File: src/rtl/ccff_chain_loader.sv
// ccff_chain_loader: configuration-chain controller for routing tiles.
// Takes a packed bitstream as DATA_W-bit words over valid/ready and shifts
// exactly CHAIN_LEN bits onto the tile's ccff_head, MSB of each word first,
// qualifying every bit with cfg_shift_en. Pulses done after the last bit.
//
// Optional feature (macro CCFF_READBACK_EN): CRC-16-CCITT (poly 0x1021,
// MSB-first, init 0xFFFF on start, no final XOR) over the old configuration
// bits leaving the chain on ccff_tail. Without the macro readback_crc is
// tied to 16'hFFFF and ccff_tail is ignored.
//
// Ports:
//   prog_clk      programming clock, all state on the rising edge
//   pReset        synchronous active-high reset
//   start         load request pulse, honoured in IDLE or DONE only
//   in_data       bitstream word, bit DATA_W-1 shifted first
//   in_valid      in_data valid
//   in_ready      high in LOAD; word taken when in_valid && in_ready
//   ccff_head     serial configuration bit into the chain
//   cfg_shift_en  chain advances on this edge when high
//   ccff_tail     chain output (readback only)
//   busy          high in LOAD and SHIFT
//   done          one-cycle pulse after the last bit has been shifted
//   bits_left     bits still to shift in this load
//   readback_crc  CRC of bits that left the chain during the last load

module ccff_chain_loader #(
    parameter int unsigned CHAIN_LEN = 30,
    parameter int unsigned DATA_W    = 8,
    parameter int unsigned CNT_W     = 16
) (
    input  logic              prog_clk,
    input  logic              pReset,
    input  logic              start,
    input  logic [DATA_W-1:0] in_data,
    input  logic              in_valid,
    output logic              in_ready,
    output logic              ccff_head,
    output logic              cfg_shift_en,
    input  logic              ccff_tail,
    output logic              busy,
    output logic              done,
    output logic [CNT_W-1:0]  bits_left,
    output logic [15:0]       readback_crc
);

    // Width of the per-word bit counter, holds 0..DATA_W.
    localparam int unsigned SC_W = (DATA_W < 2) ? 1 : $clog2(DATA_W + 1);

    typedef enum logic [1:0] {
        IDLE  = 2'd0,
        LOAD  = 2'd1,
        SHIFT = 2'd2,
        DONE  = 2'd3
    } state_t;

    state_t            state;
    logic [DATA_W-1:0] sreg;
    logic [SC_W-1:0]   sreg_cnt;
    logic              start_ok;

    // A new load may only begin from IDLE or from the DONE pulse cycle.
    assign start_ok = start && ((state == IDLE) || (state == DONE));

    // Control FSM, word register and bit counters.
    always_ff @(posedge prog_clk) begin
        if (pReset) begin
            state     <= IDLE;
            sreg      <= '0;
            sreg_cnt  <= '0;
            bits_left <= '0;
        end else begin
            case (state)
                IDLE, DONE: begin
                    if (start) begin
                        bits_left <= CNT_W'(CHAIN_LEN);
                        sreg_cnt  <= '0;
                        state     <= LOAD;
                    end else begin
                        state <= IDLE;
                    end
                end
                LOAD: begin
                    if (in_valid) begin
                        sreg     <= in_data;
                        sreg_cnt <= SC_W'(DATA_W);
                        state    <= SHIFT;
                    end
                end
                SHIFT: begin
                    sreg      <= sreg << 1;
                    sreg_cnt  <= sreg_cnt - SC_W'(1);
                    bits_left <= bits_left - CNT_W'(1);
                    // Chain full wins over word empty: leftover word bits are dropped.
                    if (bits_left == CNT_W'(1)) begin
                        state <= DONE;
                    end else if (sreg_cnt == SC_W'(1)) begin
                        state <= LOAD;
                    end
                end
                default: state <= IDLE;
            endcase
        end
    end

    // Outputs decode the state register directly, so they change only on edges.
    assign in_ready     = (state == LOAD);
    // The bits_left term keeps the enable low on a zero count even if the
    // state were ever corrupted into SHIFT.
    assign cfg_shift_en = (state == SHIFT) && (bits_left != '0);
    assign ccff_head    = cfg_shift_en && sreg[DATA_W-1];
    assign busy         = (state == LOAD) || (state == SHIFT);
    assign done         = (state == DONE);

`ifdef CCFF_READBACK_EN
    logic [15:0] crc;

    // One MSB-first CRC-16-CCITT step for a single input bit.
    function automatic logic [15:0] crc_step(input logic [15:0] c, input logic b);
        logic fb;
        fb = c[15] ^ b;
        return {c[14:0], 1'b0} ^ (fb ? 16'h1021 : 16'h0000);
    endfunction

    // Fold each bit leaving the chain into the CRC; restart it on an accepted start.
    always_ff @(posedge prog_clk) begin
        if (pReset) begin
            crc <= 16'hFFFF;
        end else if (start_ok) begin
            crc <= 16'hFFFF;
        end else if (cfg_shift_en) begin
            crc <= crc_step(crc, ccff_tail);
        end
    end

    assign readback_crc = crc;
`else
    logic unused_readback;

    assign unused_readback = ccff_tail ^ start_ok;
    assign readback_crc    = 16'hFFFF;
`endif

endmodule

File: config.mk
export PLATFORM = sky130hd
export DESIGN_NAME = ccff_chain_loader
export DESIGN_NICKNAME = d
export VERILOG_FILES = /design/src/rtl/ccff_chain_loader.sv
export SDC_FILE = /design/constraint.sdc
export NUM_CORES = 1
export LEC_CHECK = 0
export ABC_AREA = 1
export CORE_MARGIN = 1
export CORE_UTILIZATION = 43
export DETAILED_ROUTE_END_ITERATION = 10
export MAX_ROUTING_LAYER = met4
export PLACE_DENSITY = 0.76
export SYNTH_ARGS = -nofsm -noshare
export SYNTH_HDL_FRONTEND = slang
export SYNTH_SLANG_ARGS = --single-unit
export TNS_END_PERCENT = 100
File: constraint.sdc
create_clock -name prog_clk -period 1.6 [get_ports prog_clk]
set_clock_uncertainty 0.15 [all_clocks]
set_input_delay 0.16 -clock prog_clk [delete_from_list [all_inputs] [get_ports prog_clk]]
set_output_delay 0.16 -clock prog_clk [all_outputs]
set_load 0.05 [all_outputs]
After elaboration in Yosys (flattened, before gate mapping). Cells that the tools add are included.

Latch bits: 0. Memories: 0. Register bits: 30. Bits in read-only memories: 0. Memory bits (writable): 0. Output and inout bits: 37.

$lt $le $gt $ge: 0. Muxes and demuxes: 12. $mul: 0. $add $sub $neg: 2. Eq/ne operators: 8. Shift operators: 0. Reduce and logical (&&, ||, !) cells: 12. Div/mod/pow operators: 0. Bitwise logic cells: 0.

Operators with widths (number): 16-bit one-hot mux with 2 select lines (1); 16-bit by 1-bit == test with 1-bit output, second input constant (1); 16-bit 2-to-1 mux (1); 8-bit one-hot mux with 2 select lines (1); 16-bit nonzero test (1); 16-bit by 1-bit subtractor with 16-bit output, second input constant (1); 4-bit one-hot mux with 3 select lines (1); 4-bit 2-to-1 mux (2); 8-bit 2-to-1 mux (1); 2-bit AND reduction (4); 2-bit 2-to-1 mux (3); 2-bit one-hot mux with 3 select lines (1); 2-bit == test, second input constant (2); 4-bit by 1-bit == test with 1-bit output, second input constant (1); 2-bit != test, second input constant (2); 2-bit nonzero test (2); 4-bit by 1-bit subtractor with 4-bit output, second input constant (1); 3-bit != test, second input constant (1); 2-bit by 1-bit == test with 1-bit output, second input constant (1); 1-bit logical AND (2); 2-bit zero test (1); 2-bit OR reduction (1); 1-bit logical OR (1); 1-bit 2-to-1 mux (1).

Logic depth before layout (Yosys ltp).
Word-level depth: 4. Depth in mapped cells: 11. Gate-level depth less buffers: 11.

Worst setup path before layout. Ideal clock, no wire load.

Path kind: reg-to-output. Start: register bits_left[0]. End: output port ccff_head. Path buffers: 0. Data required time: 1290 ps. Cell stages (with the launch flop): 7. Setup slack: -1252 ps. Data arrival time: 2542 ps. Cells stage by stage: dfxtp_1 -> inv_1 -> ha_1 -> nand2_1 -> nor2_1 -> a21oi_1 -> and2_1.

Word-level cells in the longest chain between the ends: 3.

RTL lines: start: declaration (RTL line 42) `output logic [CNT_W-1:0] bits_left,`; start signal: assignment (RTL line 75) `bits_left <= CNT_W'(CHAIN_LEN);`; start signal: assignment (RTL line 92) `bits_left <= bits_left - CNT_W'(1);`; 16-bit nonzero test (RTL line 109) `assign cfg_shift_en = (state == SHIFT) && (bits_left != '0);`; 1-bit logical AND (RTL line 109); via cfg_shift_en (RTL line 38) `output logic cfg_shift_en,`; 1-bit logical AND (RTL line 110) `assign ccff_head = cfg_shift_en && sreg[DATA_W-1];`; end: declaration (RTL line 37) `output logic ccff_head,`.

The timed path passes the listed nets, and every way through them passes these cells.

Worst setup path in the final report.
Start: register bits_left[9]. End: output port ccff_head.

Word-level cells in the longest chain between the ends: 3.

RTL lines (RTL line): 16-bit nonzero test (109); 1-bit logical AND (109); 1-bit logical AND (110).

Every way passes these cells.

==> metrics.txt <==
status=complete, but fails checks; violated checks=setup timing; Nets=338; Yosys warnings=0; IO buf count=32; CTS Buffer Depth=2; core area=about 4000 µm²; drt initial violations=95; number of global-route vias before repair=1577; vias per inst=a little under 5; leakage power=1.284 nW; overall routing resource usage=0.2198; post-synthesis xor/xnor area fraction=0.01451; initial antenna violation count=0; adder-cell share of the synthesized area=0.04838; Mapped Avg Cell Area=just over 7 µm²; post-synthesis cell type count=33; synthesis-stage register bit count=30; Post-Synth Simple-Gate Area=0.3290; count of final hold-check violations=0; Setup CP Type=reg2out; P&R area growth vs syn=64.82%; DRC viols=0; Seq/Total Area, Yosys=0.3317; Crit. End Element=output pin; CTS tree=yes; # clock sinks=30; slew of the pin with the lowest slew margin=about 0.56 ns; largest family of logic cells by synthesized area=simple AND/OR/NAND/NOR gates; Rel. slew slack=0.6233; CTS Hold Bufs=0; FILL cells=approximately 290; Starting Density=0.4494; unrepaired setup endpoints after global routing=true; share of layout cells above drive strength 1=0.4859; first-pass GRT wire length=6948 µm; crit path DAT=around 1.4 ns; die footprint=roughly 4500 µm²; antenna cell count=0; Placed Instances=roughly 350; largest net degree at the start of global routing=17; clk_lat worst skew=0.30 ns; non-filler instance count after layout=roughly 370; maximum clock rate=583.2 MHz; Antenna Nets Post-Route=0; DP HPWL=between 2000 and 3000 µm; minimum clock period=around 1.7 ns; post-synthesis cell count=between 200 and 300; I/O Pins=50; WL/cell=around 13 µm; row cnt=23; htree depth=2; total wire length=roughly 5000 µm; synthesized area=approximately 1800 µm²; final setup fails=22; CTS clock-pin slew for the worst setup and hold paths=around 0.070 ns; setup ws final=-0.1146 ns; CP required=1.29 ns; Placement Setup Slack=-0.05632 ns; CTS root buf=clkbuf_8; Max FO, Critical Path=4; via count=around 1800; die span in y=between 60 and 70 µm; cts bufs inserted=5; TritonRoute pass-1 iters=4; count of pins over their slew limit=0; routability cong.=approximately 0.83; Hold Path Class=in2reg; Compound-Gate Fraction of Synth Area=0.1403; total of max-cap violations=0; multiplexer area fraction after synthesis=0; pwr/cell area=approximately 1500 nW/µm²; crit start category=flop; Die Width=66.89 µm; Tcrit/Tclk final=1.072; Peak VDD IR=slightly below 800 µV; gr ovfl total=0
[layout by cell type, fill, tap and decap left out, types with 3 or more instances in the layout]
cell             count
buf_4               36
dfxtp_2             10
buf_6                6
o21ai_0              5
a21oi_1              8
clkbuf_8             6
buf_12              11
a21oi_2              5
ha_4                 3
inv_1               18
nand2_2              8
clkdlybuf4s50_1     11
nor2_4               9
o21ai_2              8
nor2_1              30
nand2_4              7
conb_1              16
a21oi_4              3
nand2_8              3
nor2_2               6
dfxtp_4              8
inv_4                4
nand2_1             44
nand3_1              3
ha_1                 4
a31oi_4              6
dfxtp_1             12
[critical path: stages (launching register included)]
cell,delay (ns)
dfxtp_4,0.36
nor2_4,0.14
nand2_4,0.08
nor2_4,0.15
a21oi_4,0.07
and2_4,0.16
buf_12,0.14
[report_power, final]
| group | leakage (nW) | internal [W] | switching (W) |
|---|---|---|---|
| registers | 0.256 | 0.000940 | 0.000198 |
| clock network | 0.0482 | 0.000347 | 0.000317 |
| logic | 0.980 | 0.00116 | 0.00162 |
| total | 1.28 | 0.00245 | 0.00213 |
[per-stage QoR]
step | power [W] | setup TNS [ns] | area [µm²] | util | hold WS [ns]
final | 0.004583 | -0.7690 | 2984 | 0.7407 | 0.2734
after global routing | 0.004828 | -2.249 | 2984 | 0.7407 | 0.2953
after CTS | 0.004082 | -0.2616 | 2671 | 0.6630 | 0.2698
after detailed placement | 0.003215 | -0.2263 | 2426 | 0.6022 | 0.2991
after global placement | 0.003170 | -0.03955 | 2426 | 0.6022 | 0.2952
after floorplan | 0.002577 | -0.2269 | 1971 | - | 0.1613
[sequential cells by signal (all words and copies together) (netlist names)]
name       flops
state          2
sreg           8
sreg_cnt       4
bits_left     16
[kinds of logic (layout without fill, tap and decap cells)]
| family | after synthesis | after routing |
|---|---|---|
| buf+inv | 47 | 99 |
| flops | 30 | 30 |
| compound gates | 41 | 41 |
| fa+ha+maj | 7 | 7 |
| xor+xnor | 3 | 3 |
| simple gates | 123 | 123 |
| other cells | 1 | 16 |
[layout make-up]
type	count	area, µm²	area share
clock buffers	7	86.33	0.02893
clock inverters	1	5.005	0.001677
inverters	26	118.9	0.03983
multi-input cells	190	1375	0.4608
flip-flops and latches	30	643.1	0.2155
well taps	50	62.56	0.02096
repair buffers	65	693.2	0.2323
[cell usage after synthesis, drive strengths merged]
cell type  instances  area share
nand4              2       0.010
buf               19       0.076
clkbuf             2      0.0041
nand2             62        0.15
nand3              6       0.019
or2                2      0.0069
o21ai             14       0.041
conb               1      0.0021
nor2              46        0.12
and2               1      0.0035
dfxtp             30        0.33
nor3               2      0.0055
a211oi             3       0.015
a31oi              8       0.028
xnor2              1      0.0048
a21oi             16       0.057
xor2               2      0.0097
nand3b             1      0.0041
nor4               1      0.0035
ha                 7       0.048
inv               26       0.054
[what timing repair did]
item                                    in CTS  in global routing
buffers inserted                             8                  6
gates resized for setup                     21                 59
cloned                                       0                  1
endpoints found under the setup margin      11                 30
pin swaps                                   15                 25
[final timing paths]
| path | startpoint | slack, ns | cells after the start | endpoint |
|---|---|---|---|---|
| worst max-delay path | bits_left[9] | -0.11 | 6 | ccff_head |
| worst min-delay path | in_data[0] | 0.27 | 3 | sreg[0] |
| worst max register to register | state[0] | -0.08 | 10 | bits_left[12] |
| worst min register to register | bits_left[13] | 0.31 | 1 | bits_left[13] |
[per-layer routing]
layer  global-route usage  wire [µm]  vias to the layer above
met1               0.2312       1918                      865
met5                    -          0                        -
met2               0.3763       2667                       56
li1                     -          -                      903
met3              0.06678        212                       10
met4              0.09840        113                        0
Power figures use the tool's default switching activity.
